$ cat config.mk
export PLATFORM = sky130hd
export DESIGN_NAME = shift_frame_ctrl
export DESIGN_NICKNAME = d
export VERILOG_FILES = /design/src/rtl/shift_frame_ctrl_pkg.sv /design/src/rtl/shift_frame_ctrl_shift_buffer.sv /design/src/rtl/shift_frame_ctrl.sv
export SDC_FILE = /design/constraint.sdc
export NUM_CORES = 1
export LEC_CHECK = 0
export CORE_ASPECT_RATIO = 0.9
export CORE_MARGIN = 4
export CORE_UTILIZATION = 34
export DETAILED_ROUTE_END_ITERATION = 7
export DONT_BUFFER_PORTS = 1
export GPL_ROUTABILITY_DRIVEN = 0
export GPL_TIMING_DRIVEN = 0
export PLACE_DENSITY = 0.48
export SLEW_MARGIN = 25
export SYNTH_ARGS = -nofsm -noshare
export SYNTH_HDL_FRONTEND = slang
export SYNTH_HIERARCHICAL = 1
export SYNTH_SLANG_ARGS = --single-unit
export TNS_END_PERCENT = 30
$ cat constraint.sdc
create_clock -name Core_clk -period 6.1 [get_ports Core_clk]
set_input_delay 1.22 -clock Core_clk [delete_from_list [all_inputs] [get_ports Core_clk]]
set_output_delay 1.22 -clock Core_clk [all_outputs]
set_load 0.03 [all_outputs]
$ cat src/rtl/shift_frame_ctrl_pkg.sv
// -----------------------------------------------------------------------------
// shift_frame_ctrl_pkg
// Shared definitions for the serial frame capture controller and its shift
// buffer: the controller FSM state encoding, the frame length and the width
// of the bit counters.
// -----------------------------------------------------------------------------
package shift_frame_ctrl_pkg;

  // Number of serial bits that make up one frame.
  localparam int FRAME_BITS = 17;

  // Width of the per-frame bit counters (must hold 0..FRAME_BITS).
  localparam int BITCOUNT_W = 5;

  typedef enum logic [1:0] {
    ST_IDLE  = 2'd0,
    ST_CLEAR = 2'd1,
    ST_SHIFT = 2'd2,
    ST_DRAIN = 2'd3
  } state_e;

endpackage

$ cat src/rtl/shift_frame_ctrl_shift_buffer.sv
// -----------------------------------------------------------------------------
// shift_frame_ctrl_shift_buffer  (ShiftBuffer)
// Serial-to-parallel shift register with valid/ready on both sides. Bits are
// shifted in MSB first, so the first accepted bit ends up in the top bit of
// the frame. Once FRAME_BITS bits are held the input stalls and the frame is
// offered on the output until taken.
//
// Ports:
//   clk              - clock
//   reset_buffer     - synchronous reload: empties the buffer
//   data_in_valid    - serial bit valid
//   data_in_ready    - buffer can take a bit (not yet full)
//   data_in_payload  - serial bit
//   data_out_valid   - a full frame is held
//   data_out_ready   - consumer takes the frame
//   data_out_payload - the assembled frame
// -----------------------------------------------------------------------------
module shift_frame_ctrl_shift_buffer
  import shift_frame_ctrl_pkg::*;
(
  input  logic                  clk,
  input  logic                  reset_buffer,
  input  logic                  data_in_valid,
  output logic                  data_in_ready,
  input  logic                  data_in_payload,
  output logic                  data_out_valid,
  input  logic                  data_out_ready,
  output logic [FRAME_BITS-1:0] data_out_payload
);

  logic [BITCOUNT_W-1:0] count_q, count_d;
  logic [FRAME_BITS-1:0] shreg_q, shreg_d;
  logic                  in_fire;
  logic                  out_fire;

  always_comb begin
    data_in_ready    = (count_q < BITCOUNT_W'(FRAME_BITS));
    data_out_valid   = (count_q == BITCOUNT_W'(FRAME_BITS));
    data_out_payload = shreg_q;
  end

  assign in_fire  = data_in_valid & data_in_ready;
  assign out_fire = data_out_valid & data_out_ready;

  // Input and output fires are mutually exclusive: input only while not full,
  // output only while full.
  always_comb begin
    count_d = count_q;
    shreg_d = shreg_q;
    if (reset_buffer) begin
      count_d = '0;
      shreg_d = '0;
    end else if (in_fire) begin
      shreg_d = {shreg_q[FRAME_BITS-2:0], data_in_payload};
      count_d = count_q + 1'b1;
    end else if (out_fire) begin
      count_d = '0;
    end
  end

  // Reloaded only through reset_buffer; the controller always passes through
  // its clearing state before the buffer's contents are used.
  always_ff @(posedge clk) begin
    count_q <= count_d;
    shreg_q <= shreg_d;
  end

endmodule

$ cat src/rtl/shift_frame_ctrl.sv
// -----------------------------------------------------------------------------
// shift_frame_ctrl
// Frame capture controller. On io_frameStart it reloads the shift buffer,
// collects FRAME_BITS serial bits (first bit -> payload MSB), holds the
// finished frame and offers it on a valid/ready output. A SHIFT phase that
// idles for TIMEOUT_CYCLES, or that is restarted by a new io_frameStart, is
// aborted and counted in a saturating error counter.
//
// Parameters:
//   TIMEOUT_CYCLES - idle SHIFT cycles that abort a frame (2..255)
//   ERR_WIDTH      - width of the aborted-frame counter
// Ports:
//   Core_clk          - clock, rising edge
//   Core_resetn       - synchronous active-low reset
//   io_frameStart     - single-cycle request to start a capture
//   io_serial_valid   - serial bit valid
//   io_serial_ready   - serial bit accepted (SHIFT only)
//   io_serial_payload - serial bit
//   io_frame_valid    - captured frame available (DRAIN)
//   io_frame_ready    - consumer takes the frame
//   io_frame_payload  - captured frame
//   io_busy           - controller not idle
//   io_bitCount       - bits accepted in the current frame
//   io_errorCount     - saturating count of aborted frames
// -----------------------------------------------------------------------------
module shift_frame_ctrl
  import shift_frame_ctrl_pkg::*;
#(
  parameter int TIMEOUT_CYCLES = 255,
  parameter int ERR_WIDTH      = 8
) (
  input  logic                  Core_clk,
  input  logic                  Core_resetn,
  input  logic                  io_frameStart,
  input  logic                  io_serial_valid,
  output logic                  io_serial_ready,
  input  logic                  io_serial_payload,
  output logic                  io_frame_valid,
  input  logic                  io_frame_ready,
  output logic [FRAME_BITS-1:0] io_frame_payload,
  output logic                  io_busy,
  output logic [BITCOUNT_W-1:0] io_bitCount,
  output logic [ERR_WIDTH-1:0]  io_errorCount
);

  localparam int             TMO_W    = 8;
  localparam logic [TMO_W-1:0] TMO_LAST = TMO_W'(TIMEOUT_CYCLES - 1);

  state_e                state_q, state_d;
  logic [BITCOUNT_W-1:0] bit_count_q, bit_count_d;
  logic [TMO_W-1:0]      tmo_q, tmo_d;
  logic [ERR_WIDTH-1:0]  err_q, err_d;
  logic [FRAME_BITS-1:0] hold_q, hold_d;

  logic                  in_shift;
  logic                  reset_buffer;
  logic                  buf_in_valid;
  logic                  buf_in_ready;
  logic                  buf_out_valid;
  logic                  buf_out_ready;
  logic [FRAME_BITS-1:0] buf_out_payload;
  logic                  bit_accept;
  logic                  frame_fire;
  logic                  timeout_hit;
  logic                  restart;
  logic                  abort;

  function automatic logic [ERR_WIDTH-1:0] sat_inc(input logic [ERR_WIDTH-1:0] v);
    return (&v) ? v : v + 1'b1;
  endfunction

  shift_frame_ctrl_shift_buffer u_shift_buffer (
    .clk              (Core_clk),
    .reset_buffer     (reset_buffer),
    .data_in_valid    (buf_in_valid),
    .data_in_ready    (buf_in_ready),
    .data_in_payload  (io_serial_payload),
    .data_out_valid   (buf_out_valid),
    .data_out_ready   (buf_out_ready),
    .data_out_payload (buf_out_payload)
  );

  assign in_shift = (state_q == ST_SHIFT);

  // Nothing enters the buffer while reset is asserted, so the buffer never
  // takes a bit the producer was told was not accepted.
  assign buf_in_valid = in_shift & io_serial_valid & Core_resetn;
  assign bit_accept   = buf_in_valid & buf_in_ready;
  assign frame_fire   = buf_out_valid & buf_out_ready;
  assign timeout_hit  = in_shift & ~bit_accept & (tmo_q == TMO_LAST);
  assign restart      = in_shift & io_frameStart;
  // A completed frame beats a coincident timeout; a restart beats both.
  assign abort        = restart | (timeout_hit & ~frame_fire);

  // State register
  always_ff @(posedge Core_clk) begin
    if (!Core_resetn) begin
      state_q <= ST_IDLE;
    end else begin
      state_q <= state_d;
    end
  end

  // Next-state logic
  always_comb begin
    state_d = state_q;
    unique case (state_q)
      ST_IDLE:  if (io_frameStart) state_d = ST_CLEAR;
      ST_CLEAR: state_d = ST_SHIFT;
      ST_SHIFT: begin
        if (restart)          state_d = ST_CLEAR;
        else if (frame_fire)  state_d = ST_DRAIN;
        else if (timeout_hit) state_d = ST_IDLE;
      end
      ST_DRAIN: if (io_frame_ready) state_d = ST_IDLE;
      default:  state_d = ST_IDLE;
    endcase
  end

  // Outputs; every external output is forced low while reset is asserted.
  always_comb begin
    reset_buffer     = (state_q == ST_CLEAR);
    buf_out_ready    = in_shift;
    io_serial_ready  = Core_resetn & in_shift & buf_in_ready;
    io_frame_valid   = Core_resetn & (state_q == ST_DRAIN);
    io_busy          = Core_resetn & (state_q != ST_IDLE);
    io_frame_payload = Core_resetn ? hold_q      : '0;
    io_bitCount      = Core_resetn ? bit_count_q : '0;
    io_errorCount    = Core_resetn ? err_q       : '0;
  end

  // Counters and holding register. Counters are cleared on entry to CLEAR so
  // the CLEAR cycle itself already shows a zero bit count.
  always_comb begin
    bit_count_d = bit_count_q;
    tmo_d       = tmo_q;
    err_d       = err_q;
    hold_d      = hold_q;
    if (state_d == ST_CLEAR) begin
      bit_count_d = '0;
      tmo_d       = '0;
    end else if (in_shift) begin
      if (bit_accept) begin
        bit_count_d = bit_count_q + 1'b1;
        tmo_d       = '0;
      end else begin
        tmo_d = tmo_q + 1'b1;
      end
    end
    if (in_shift && state_d == ST_DRAIN) begin
      hold_d = buf_out_payload;
    end
    if (abort) begin
      err_d = sat_inc(err_q);
    end
  end

  always_ff @(posedge Core_clk) begin
    if (!Core_resetn) begin
      bit_count_q <= '0;
      tmo_q       <= '0;
      err_q       <= '0;
      hold_q      <= '0;
    end else begin
      bit_count_q <= bit_count_d;
      tmo_q       <= tmo_d;
      err_q       <= err_d;
      hold_q      <= hold_d;
    end
  end

endmodule
==> results.md <==
- Status: finished, final reports clean
- Cell with the most instances after synthesis: dfxtp_1
- Row count: 32
- Seq/Total Area, Yosys: 41.6%
- Antenna diodes: 0
- Grt peak-use layer: met2
- Synth-to-Final Area Change: 12.5%
- RSZ-0062 raised after global routing: false
- Cell taking the most area after synthesis: dfxtp_1
- Worst IR drop on VDD: 0.113 mV
- TritonCTS Buffers: 9
- Leak Pwr: 1.20 nW
- I/O pin count: 39
- Worst reg2reg path endpoint: err_q[3]
- Mean Syn Cell Area: 8.43 µm²
- TNS Setup: 0 ns
- Per-cell routed wire length: 14.3 µm
- Fraction of registers with async set/reset: 0%
- RR Startpoint: u_shift_buffer/count_q[0]
- Crit path launch: Core_resetn
- Yosys top cell area share: 41.6%
- Global-route wire length before repair: 11.8 mm
- Nets: 377
- PortBufs: 0
- CP endpoint kind: output port
- DRC Markers: 0
- Cells on worst reg2reg path: 7
- Die area: 10300 µm²
- Die X: 107 µm
- Routed vias/inst: 4.99
- Critical Path RT: 4.88 ns
- Detailed placement HPWL: 5.05 mm
- Routed WL: 7.02 mm
- Fillers: 925
- Largest net degree at the start of global routing: 13
- Clock Latency Late Sink: 0.34 ns
- Fraction of layout cells with a size suffix above 1: 10.0%
- Synth warn: 6
- Critical Path AT: 2.69 ns
- Tcrit/Tclk final: 64.1%
- Worst Tran Pin Value: 0.605 ns
- Vias in the first global route: 2316
- DR pass1 iterations: 4
- Multi-input gate area: 1580 µm²
- Pwr Density: 255 nW/µm²
- Overall routing resource usage: 14.3%
- Initial antenna violation count: 0
- Longest Clk Path Bufs: 2
- Max FO, Critical Path: 10
- FF/Latch Area: 1240 µm²
- Total gr overflow: 0
- Met1 GRT Util: 18.5%
- Fin crit period: 3.91 ns
- Mapped Area: 2980 µm²
- Crit Path Class: in2out
- First DRT Iteration DRCs: 131
- Most used DFF post-synth: dfxtp_1
- Final core utilization: 39.2%
- Post-CTS setup buffer count: 0
- Synth cell count leaders: dfxtp_1 (62), nand2_1 (42), and2_1 (33), nand3_1 (27), a21oi_1 (24)
- Mapped Nets: 366
- Slew Limit Headroom: 59.4%
- Clk_skew: 0.00775 ns
- Max-cap viol count: 0
- Number of synthesized flops with an enable pin: 0
- Count of cell types in the netlist: 50
- CP Launch Type: primary input
- H-Tree Level Count: 3
- Maximum clock frequency: 256 MHz
- Clock Sink Count: 62
- Final setup fails: 0
- CTS Root Cell: clkbuf_8
- Via count: 2442
- Clock transition at the registers of the reported paths: 0.07 ns
- Largest cells by area after synthesis: dfxtp_1 (42%), and2_1 (6.9%), nand2_1 (5.3%)
- GR Util met3: 5.47%
- Synth Register Bits: 62
- Post-cts resize count: 0
- Syn Inst Count: 354
- Core ar.: 8570 µm²
- Final Hold Viols: 0
- Worst reg2reg setup slack: 3.68 ns
- Hold crit path type: reg2reg
- # hold bufs at CTS: 0
- Die H: 96.9 µm
- Setup crit end: io_serial_ready
- Met2 usage: 22.4%
- CTS tree: built
- Initial Util: 34.8%
- Post-route antenna net violation count: 0
- Final Slew Violations: 0
cell usage in the layout (no fill, tap or decap), types with 6 or more instances in the layout:
master / count
a21oi_1: 24
a21boi_0: 15
and2_1: 33
xor2_1: 7
nand2_1: 42
nor3_1: 6
buf_2: 6
o21ai_0: 16
inv_1: 7
nand4_1: 6
clkbuf_1: 13
nand3_1: 27
clkbuf_8: 10
nor2_1: 15
mux2_1: 6
dfxtp_1: 62
ha_1: 6
and3_1: 7
nor2b_1: 7
area by class of cell:
type / instances / share of cell area (%)
Multi-Input combinational cell: 258 / 47.2
Sequential cell: 62 / 37.0
Tap cell: 119 / 4.44
Clock buffer: 10 / 4.10
Buffer: 24 / 3.58
Clock inverter: 6 / 2.54
Inverter: 10 / 1.12
sequential cells by signal, indices dropped and copies added (netlist names):
register,cells
u_shift_buffer/data_out_payload,17
state_q,2
err_q,8
bit_count_q,5
u_shift_buffer/count_q,5
tmo_q,8
hold_q,17
critical path: stages:
cell and delay (ns):
buf_2 0.20, clkbuf_1 0.37, clkbuf_1 0.44, and3_1 0.45
worst min path at each step:
stage          startpoint          to  slack, ns  cells after the start
3_5_place_dp   hold_q[13]  hold_q[13]       0.45                      2
4_1_cts         hold_q[0]   hold_q[0]       0.46                      2
2_1_floorplan   hold_q[0]   hold_q[0]       0.43                      2
5_1_grt        hold_q[12]  hold_q[12]       0.49                      2
3_3_place_gp    hold_q[0]   hold_q[0]       0.45                      2
6_report       hold_q[16]  hold_q[16]       0.46                      2
logic make-up (layout without fill, tap and decap cells):
family	count (synthesis)	in the layout	share of synthesized area, %
and+or+nand+nor	161	161	28.9
AOI/OAI and AO/OA	74	74	16.1
DFF	62	62	41.6
buffers and inverters	34	50	5.29
xor gates and xnor gates	9	9	2.64
muxes	8	8	2.94
adders and majority gates	6	6	2.52
per-layer routing:
metal,share of wire [%],up-vias
met1,49,1156
met5,0,-
met4,0.91,0
met3,4.1,6
li1,-,1247
met2,46,33
report_power, final:
group	switching [mW]	internal (mW)	total (mW)	leakage, nW
logic	0.0276	0.0121	0.0397	0.590
registers	0.00322	0.408	0.411	0.500
clock network	0.166	0.240	0.406	0.108
per-stage QoR:
step                      hold slack [ns]  total power [mW]  worst slack [ns]  std cells  cell area [µm²]
after detailed placement            0.455             0.460              2.16        473             3130
after floorplan                     0.430             0.450              2.72        354             2980
after global routing                0.490             0.892              2.09        489             3350
after global placement              0.446             0.460              2.17        473             3130
final                               0.460             0.857              2.19        489             3350
after CTS                           0.460             0.869              2.16        489             3350
Power figures use the tool's default switching activity.
